### config.mk
export PLATFORM = sky130hd
export DESIGN_NAME = sram_2048x32_arbiter_flat
export DESIGN_NICKNAME = d
export VERILOG_FILES = /design/src/rtl/sram_2048x32_arbiter_if.sv /design/src/rtl/sram_2048x32_arbiter.sv /design/src/flat_wrapper.sv
export SDC_FILE = /design/constraint.sdc
export NUM_CORES = 1
export LEC_CHECK = 0
export BUFFER_PORTS_ARGS = -buffer_cell sky130_fd_sc_hd__buf_2
export CORE_AREA = 2 2 92 94
export DETAILED_ROUTE_END_ITERATION = 16
export DIE_AREA = 0 0 94 96
export GPL_ROUTABILITY_DRIVEN = 0
export HOLD_SLACK_MARGIN = 0.1
export PLACE_DENSITY = 0.7
export SYNTH_ARGS = -nofsm -noshare
export SYNTH_HDL_FRONTEND = slang
export SYNTH_SLANG_ARGS = --single-unit
export TNS_END_PERCENT = 20
### constraint.sdc
create_clock -name CLK -period 2 [get_ports CLK]
set_input_delay 0.5 -clock CLK [delete_from_list [all_inputs] [get_ports CLK]]
set_output_delay 0.5 -clock CLK [all_outputs]
set_load 0.02 [all_outputs]
### src/rtl/sram_2048x32_arbiter_if.sv
// Two-port client bus for the SRAM arbiter: per-port request, lock, write data and read response.
// The slave modport is the arbiter side, the master modport is the requesting client side.
interface sram_2048x32_arbiter_if #(
  parameter int NUM_WORD_ADDR = 11,
  parameter int NUM_BIT       = 32
);
  logic [1:0]               req_i;
  logic [1:0]               we_i;
  logic [1:0]               lock_i;
  logic [NUM_WORD_ADDR-1:0] addr_i  [2];
  logic [NUM_BIT-1:0]       wdata_i [2];
  logic [1:0]               gnt_o;
  logic [1:0]               rvalid_o;
  logic [NUM_BIT-1:0]       rdata_o [2];

  modport slave (
    input  req_i, we_i, lock_i, addr_i, wdata_i,
    output gnt_o, rvalid_o, rdata_o
  );

  modport master (
    output req_i, we_i, lock_i, addr_i, wdata_i,
    input  gnt_o, rvalid_o, rdata_o
  );
endinterface

### src/rtl/sram_2048x32_arbiter.sv
// Two-port arbiter in front of a single-port 2048x32 SRAM with lockable bursts.
// Define SRAM_ARB_ROUND_ROBIN_EN for round-robin IDLE arbitration; otherwise port 0 has fixed priority.
module sram_2048x32_arbiter #(
  parameter int NUM_WORD_ADDR = 11,
  parameter int NUM_BIT       = 32,
  parameter int MAX_BURST     = 16
) (
  input  logic                     CLK,
  input  logic                     RST,
  sram_2048x32_arbiter_if.slave    bus,
  output logic                     CEB,
  output logic                     WEB,
  output logic [NUM_WORD_ADDR-1:0] A,
  output logic [NUM_BIT-1:0]       D,
  input  logic [NUM_BIT-1:0]       Q
);

  typedef enum logic [1:0] {IDLE = 2'd0, OWN0 = 2'd1, OWN1 = 2'd2} state_t;

  localparam int CNT_W = $clog2(MAX_BURST);
  // The counter holds the number of grants already given to the owner, so the last legal value is MAX_BURST-1.
  localparam logic [CNT_W-1:0] CNT_LAST = CNT_W'(MAX_BURST - 1);

  state_t           state_reg, state_next;
  logic [CNT_W-1:0] cnt_reg, cnt_next;
  logic [1:0]       rd_pend_reg, rd_pend_next;
  logic [1:0]       gnt;
  logic             win;
  logic             own;
  logic             sel;

`ifdef SRAM_ARB_ROUND_ROBIN_EN
  logic rr_reg, rr_next;
`endif

  always_comb begin
    state_next = state_reg;
    cnt_next   = cnt_reg;
    gnt        = 2'b00;
    own        = (state_reg == OWN1);
`ifdef SRAM_ARB_ROUND_ROBIN_EN
    rr_next    = rr_reg;
    win        = bus.req_i[1] & (~bus.req_i[0] | rr_reg);
`else
    win        = ~bus.req_i[0];
`endif
    case (state_reg)
      IDLE: begin
        if (|bus.req_i) begin
          gnt = win ? 2'b10 : 2'b01;
`ifdef SRAM_ARB_ROUND_ROBIN_EN
          rr_next = ~win;
`endif
          if (bus.lock_i[win]) begin
            state_next = win ? OWN1 : OWN0;
            cnt_next   = CNT_W'(1);
          end
        end
      end
      OWN0, OWN1: begin
        if (bus.req_i[own]) begin
          gnt = own ? 2'b10 : 2'b01;
          if (!bus.lock_i[own] || cnt_reg == CNT_LAST) begin
            state_next = IDLE;
            cnt_next   = '0;
          end else begin
            cnt_next = cnt_reg + CNT_W'(1);
          end
        end else begin
          // Owner went quiet: release immediately rather than hold the SRAM idle.
          state_next = IDLE;
          cnt_next   = '0;
        end
      end
      default: begin
        state_next = IDLE;
        cnt_next   = '0;
      end
    endcase
    if (RST) begin
      gnt = 2'b00;
    end
  end

  assign rd_pend_next = gnt & ~bus.we_i;

  always_ff @(posedge CLK) begin
    if (RST) begin
      state_reg   <= IDLE;
      cnt_reg     <= '0;
      rd_pend_reg <= 2'b00;
`ifdef SRAM_ARB_ROUND_ROBIN_EN
      rr_reg      <= 1'b0;
`endif
    end else begin
      state_reg   <= state_next;
      cnt_reg     <= cnt_next;
      rd_pend_reg <= rd_pend_next;
`ifdef SRAM_ARB_ROUND_ROBIN_EN
      rr_reg      <= rr_next;
`endif
    end
  end

  assign sel = gnt[1];
  assign CEB = ~|gnt;
  assign WEB = (|gnt) ? ~bus.we_i[sel] : 1'b1;
  assign A   = bus.addr_i[sel];
  assign D   = bus.wdata_i[sel];

  // A read response landing in a reset cycle is dropped, so a read granted just before reset never reports.
  for (genvar gi = 0; gi < 2; gi++) begin : g_port
    assign bus.gnt_o[gi]    = gnt[gi];
    assign bus.rvalid_o[gi] = rd_pend_reg[gi] & ~RST;
    assign bus.rdata_o[gi]  = bus.rvalid_o[gi] ? Q : '0;
  end

endmodule

### src/flat_wrapper.sv
// flat-port wrapper written by rule: the top's interface ports become plain ports
module sram_2048x32_arbiter_flat 
#(
  parameter int NUM_WORD_ADDR = 11,
  parameter int NUM_BIT       = 32,
  parameter int MAX_BURST     = 16
)
  (CLK, RST, CEB, WEB, A, D, Q, bus_req_i, bus_we_i, bus_lock_i, bus_addr_i, bus_wdata_i, bus_gnt_o, bus_rvalid_o, bus_rdata_o);
  sram_2048x32_arbiter_if #(.NUM_WORD_ADDR(NUM_WORD_ADDR), .NUM_BIT(NUM_BIT)) bus_i ();
  input  logic CLK;
  input  logic RST;
  output logic CEB;
  output logic WEB;
  output logic [NUM_WORD_ADDR-1:0] A;
  output logic [NUM_BIT-1:0] D;
  input  logic [NUM_BIT-1:0] Q;
  input wire logic [$bits(bus_i.req_i)-1:0] bus_req_i;
  input wire logic [$bits(bus_i.we_i)-1:0] bus_we_i;
  input wire logic [$bits(bus_i.lock_i)-1:0] bus_lock_i;
  input wire logic [$bits(bus_i.addr_i)-1:0] bus_addr_i;
  input wire logic [$bits(bus_i.wdata_i)-1:0] bus_wdata_i;
  output wire logic [$bits(bus_i.gnt_o)-1:0] bus_gnt_o;
  output wire logic [$bits(bus_i.rvalid_o)-1:0] bus_rvalid_o;
  output wire logic [$bits(bus_i.rdata_o)-1:0] bus_rdata_o;
  assign bus_i.req_i = bus_req_i;
  assign bus_i.we_i = bus_we_i;
  assign bus_i.lock_i = bus_lock_i;
  assign bus_i.addr_i = {>>{bus_addr_i}};
  assign bus_i.wdata_i = {>>{bus_wdata_i}};
  assign bus_gnt_o = bus_i.gnt_o;
  assign bus_rvalid_o = bus_i.rvalid_o;
  assign bus_rdata_o = {>>{bus_i.rdata_o}};
  sram_2048x32_arbiter #(.NUM_WORD_ADDR(NUM_WORD_ADDR), .NUM_BIT(NUM_BIT), .MAX_BURST(MAX_BURST)) u_core (.CLK(CLK), .RST(RST), .bus(bus_i), .CEB(CEB), .WEB(WEB), .A(A), .D(D), .Q(Q));
endmodule
==> key figures <==
Routing
  – Highest metal layer with signal wires: met4
  – WL met2: about 4.2 mm
  – DR WL/cell: approximately 14 um
  – Routed WL: approximately 7.6 mm
  – Total iterations of the first detailed-routing run: 3
  – Met1 WL: ~2.7 mm
  – Vias per Instance: 4.28
  – Routed Antenna Nets: 0
  – Met3 Wirelength: 645 um
  – Iter 0 DRT Violations: 14
  – Vias: 2279
  – DRC viols: 0

Floorplanning
  – Starting Density: 0.196
  – Die ar.: between 9000 and 10000 um2
  – Row cnt: 33
  – Ports: 239
  – Die height: 96 um
  – Core area: roughly 8100 um2
  – Die Span X: roughly 94 um

Logic synthesis
  – Netlist cell types: 31
  – Most used flip-flop cell after synthesis: dfxtp_1
  – Syn_nets: slightly above 300
  – Seq/Total Area, Yosys: 0.101
  – Synth top area share: 0.257
  – Post-Syn Instances: 179
  – Synthesized flop and latch total: 8
  – Ys Warns: 0
  – Synth area leader: mux2_4
  – Top cells by area, synth: mux2_4, and2_1, mux2_1, dfxtp_1, ha_1
  – Async SR Flop Fraction: 0
  – Average cell area after synthesis: 8.82 um2
  – Mapped Area: around 1600 um2
  – Post-synth EDFFs: 0

Setup path
  – Worst Setup SP: u_core.state_reg[1]$_SDFFE_PP0P_
  – Cells along the critical path: inv_2, ha_4, nor2b_4, o211ai_4, buf_6, buf_12, buf_12, mux2_4, buf_6
  – FF-to-FF End: u_core.state_reg[0]$_SDFFE_PP0P_
  – R2R depth: 7
  – Setup crit end: A[5]
  – R2R Setup Slk: around 160 ps
  – Kind of critical path: reg2out
  – Max stage delay on crit path: approximately 360 ps
  – Critical-path maximum fanout: 8
  – WP data arrival: slightly below 2000 ps
  – Critical Path End Type: primary output
  – CP required: around 1500 ps
  – Slowest CP cell: dfxtp_4
  – Worst setup SP type: flop
  – FF-to-FF Start: u_core.state_reg[0]$_SDFFE_PP0P_

Timing
  – Slew Limit Fails: 0
  – Final Hold Violating Endpoints: 0
  – Final setup violation count: 47
  – Slew margin rel.: 0.828
  – Worst Tran Pin Value: ~260 ps
  – Max Clk Rate: between 400 and 500 MHz
  – Sum of negative setup slack: -16640 ps
  – Final period util: 1.22
  – Setup ws final: -434 ps
  – RSZ-0062 raised after global routing: true
  – Minimum clock period: around 2400 ps
  – Setup Skew: around 1.1 ps
  – Final hold slack: ~450 ps

Run status
  – Violated checks: setup timing
  – Status: finished, violations left

GRT
  – GRT Residual Overflow: 0
  – Largest net degree at the start of global routing: 34
  – Vias in the first global route: 2079
  – First-pass GRT wire length: ~10 mm
  – Gr usage total: 0.142
  – Initial antenna violation count: 0

Layout
  – Largest register FFs: 4
  – Area delta synth->final: 115%
  – Layout cells sized above 1: 0.722
  – Antenna fix cells: 0
  – Most frequent cells in the layout: buf_2, and2_1, buf_6
  – FF/Latch Area: 165 um2
  – Final net count: ~560
  – Layout fillers: about 810
  – Area of the multi-input gates: 1390 um2
  – Most common cell after layout, fill and taps aside: buf_2
  – Final core utilization: 0.421

Run
  – Max_cap viols: 0

Clock network
  – Clock transition at path regs: around 40 ps
  – H-tree depth: 1
  – CTS max path bufs: 2
  – Hold buffers post-CTS: 0
  – Clock tree root buffer cell: clkbuf_8
  – TritonCTS clock tree: yes
  – Clk_lat worst skew: ~230 ps
  – CTS Buf Count: 3
  – Clock sinks: 8

Power
  – Power Dens Cells: between 300 and 400 nW/um2
  – Leakage: 2.01 nW
  – Maximum VDD drop: 0.000224 V
  – Tot Pwr: approximately 1.3 mW

Worst hold path
  – HP Class: in2reg

Placed design
  – Detailed placer's ending HPWL: between 6 and 7 mm
  – Port Buffers: 238
[worst max-delay path: cells and delay by family, from the launching register on]
| family | cells | cell delay (ps) |
|---|---|---|
| AOI/OAI and AO/OA | 1 | 190 |
| adders and majority gates | 1 | 150 |
| buffers and inverters | 5 | 560 |
| DFF | 1 | 360 |
| muxes | 1 | 320 |
| and+or+nand+nor | 1 | 130 |
[timing repair]
item,4_1_cts,5_1_grt
setup buffers,5,0
gates cloned,2,0
hold endpoints to repair,0,0
pin swaps,2,1
gates resized for setup,49,32
setup endpoints to repair,55,64
[Yosys cell counts, drive strengths merged, types with 2 or more instances]
master and count:
and2 64, mux2 45, dfxtp 8, nor2 8
buf 6, clkbuf 6, inv 6, ha 5
nand3 5, nor2b 4, nand3b 3, a211oi 2
a21oi 2, nand2 2, o21ai 2
[through the flow]
stage	worst slack [ps]	instances	area (um2)
after floorplan	-24.1	179	1620
after global placement	-167	524	3010
after detailed placement	-221	524	3010
after global routing	-507	533	3390
final	-434	533	3390
after CTS	-446	534	3310
[cell families (layout without fill, tap and decap cells)]
family                     count (synthesis)  count (layout)  synth area share
AOI/OAI and AO/OA                         13              13            0.0594
xor gates and xnor gates                   1               1           0.00555
adders and majority gates                  5               5            0.0396
buffers and inverters                     18             267            0.0634
DFF                                        8               8             0.101
muxes                                     45              45             0.385
and+or+nand+nor                           89              89             0.345
[final cells by class]
cell class / count / share of cell area
clock buffers: 3 / 0.0122
flip-flops and latches: 8 / 0.0488
inverters: 6 / 0.00665
repair buffers: 258 / 0.482
multi-input cells: 153 / 0.412
well taps: 105 / 0.0388
[per-layer routing]
layer	vias up	track usage
met3	4	0.0243
met5	-	0
li1	1107	-
met4	0	0.0278
met1	1023	0.158
met2	145	0.282
[worst min-delay path by stage]
stage                                       end  cells past startpoint                      startpoint  slack (ps)
2_1_floorplan    u_core.cnt_reg[1]$_SDFFE_PP0P_                      1  u_core.cnt_reg[1]$_SDFFE_PP0P_         470
3_3_place_gp     u_core.cnt_reg[1]$_SDFFE_PP0P_                      1  u_core.cnt_reg[1]$_SDFFE_PP0P_         480
5_1_grt        u_core.rd_pend_reg[1]$_SDFF_PP0_                      2                     bus_we_i[1]         460
3_5_place_dp     u_core.cnt_reg[3]$_SDFFE_PP0P_                      1  u_core.cnt_reg[3]$_SDFFE_PP0P_         490
6_report       u_core.rd_pend_reg[1]$_SDFF_PP0_                      2                     bus_we_i[1]         450
4_1_cts        u_core.rd_pend_reg[0]$_SDFF_PP0_                      2                     bus_we_i[0]         450
[where the power goes]
group	switching (mW)	internal, mW	total [mW]
registers	0.0102	0.174	0.184
clock network	0.0613	0.130	0.191
logic	0.431	0.487	0.918
total	0.503	0.791	1.29
(Power assumes the default switching activity.)
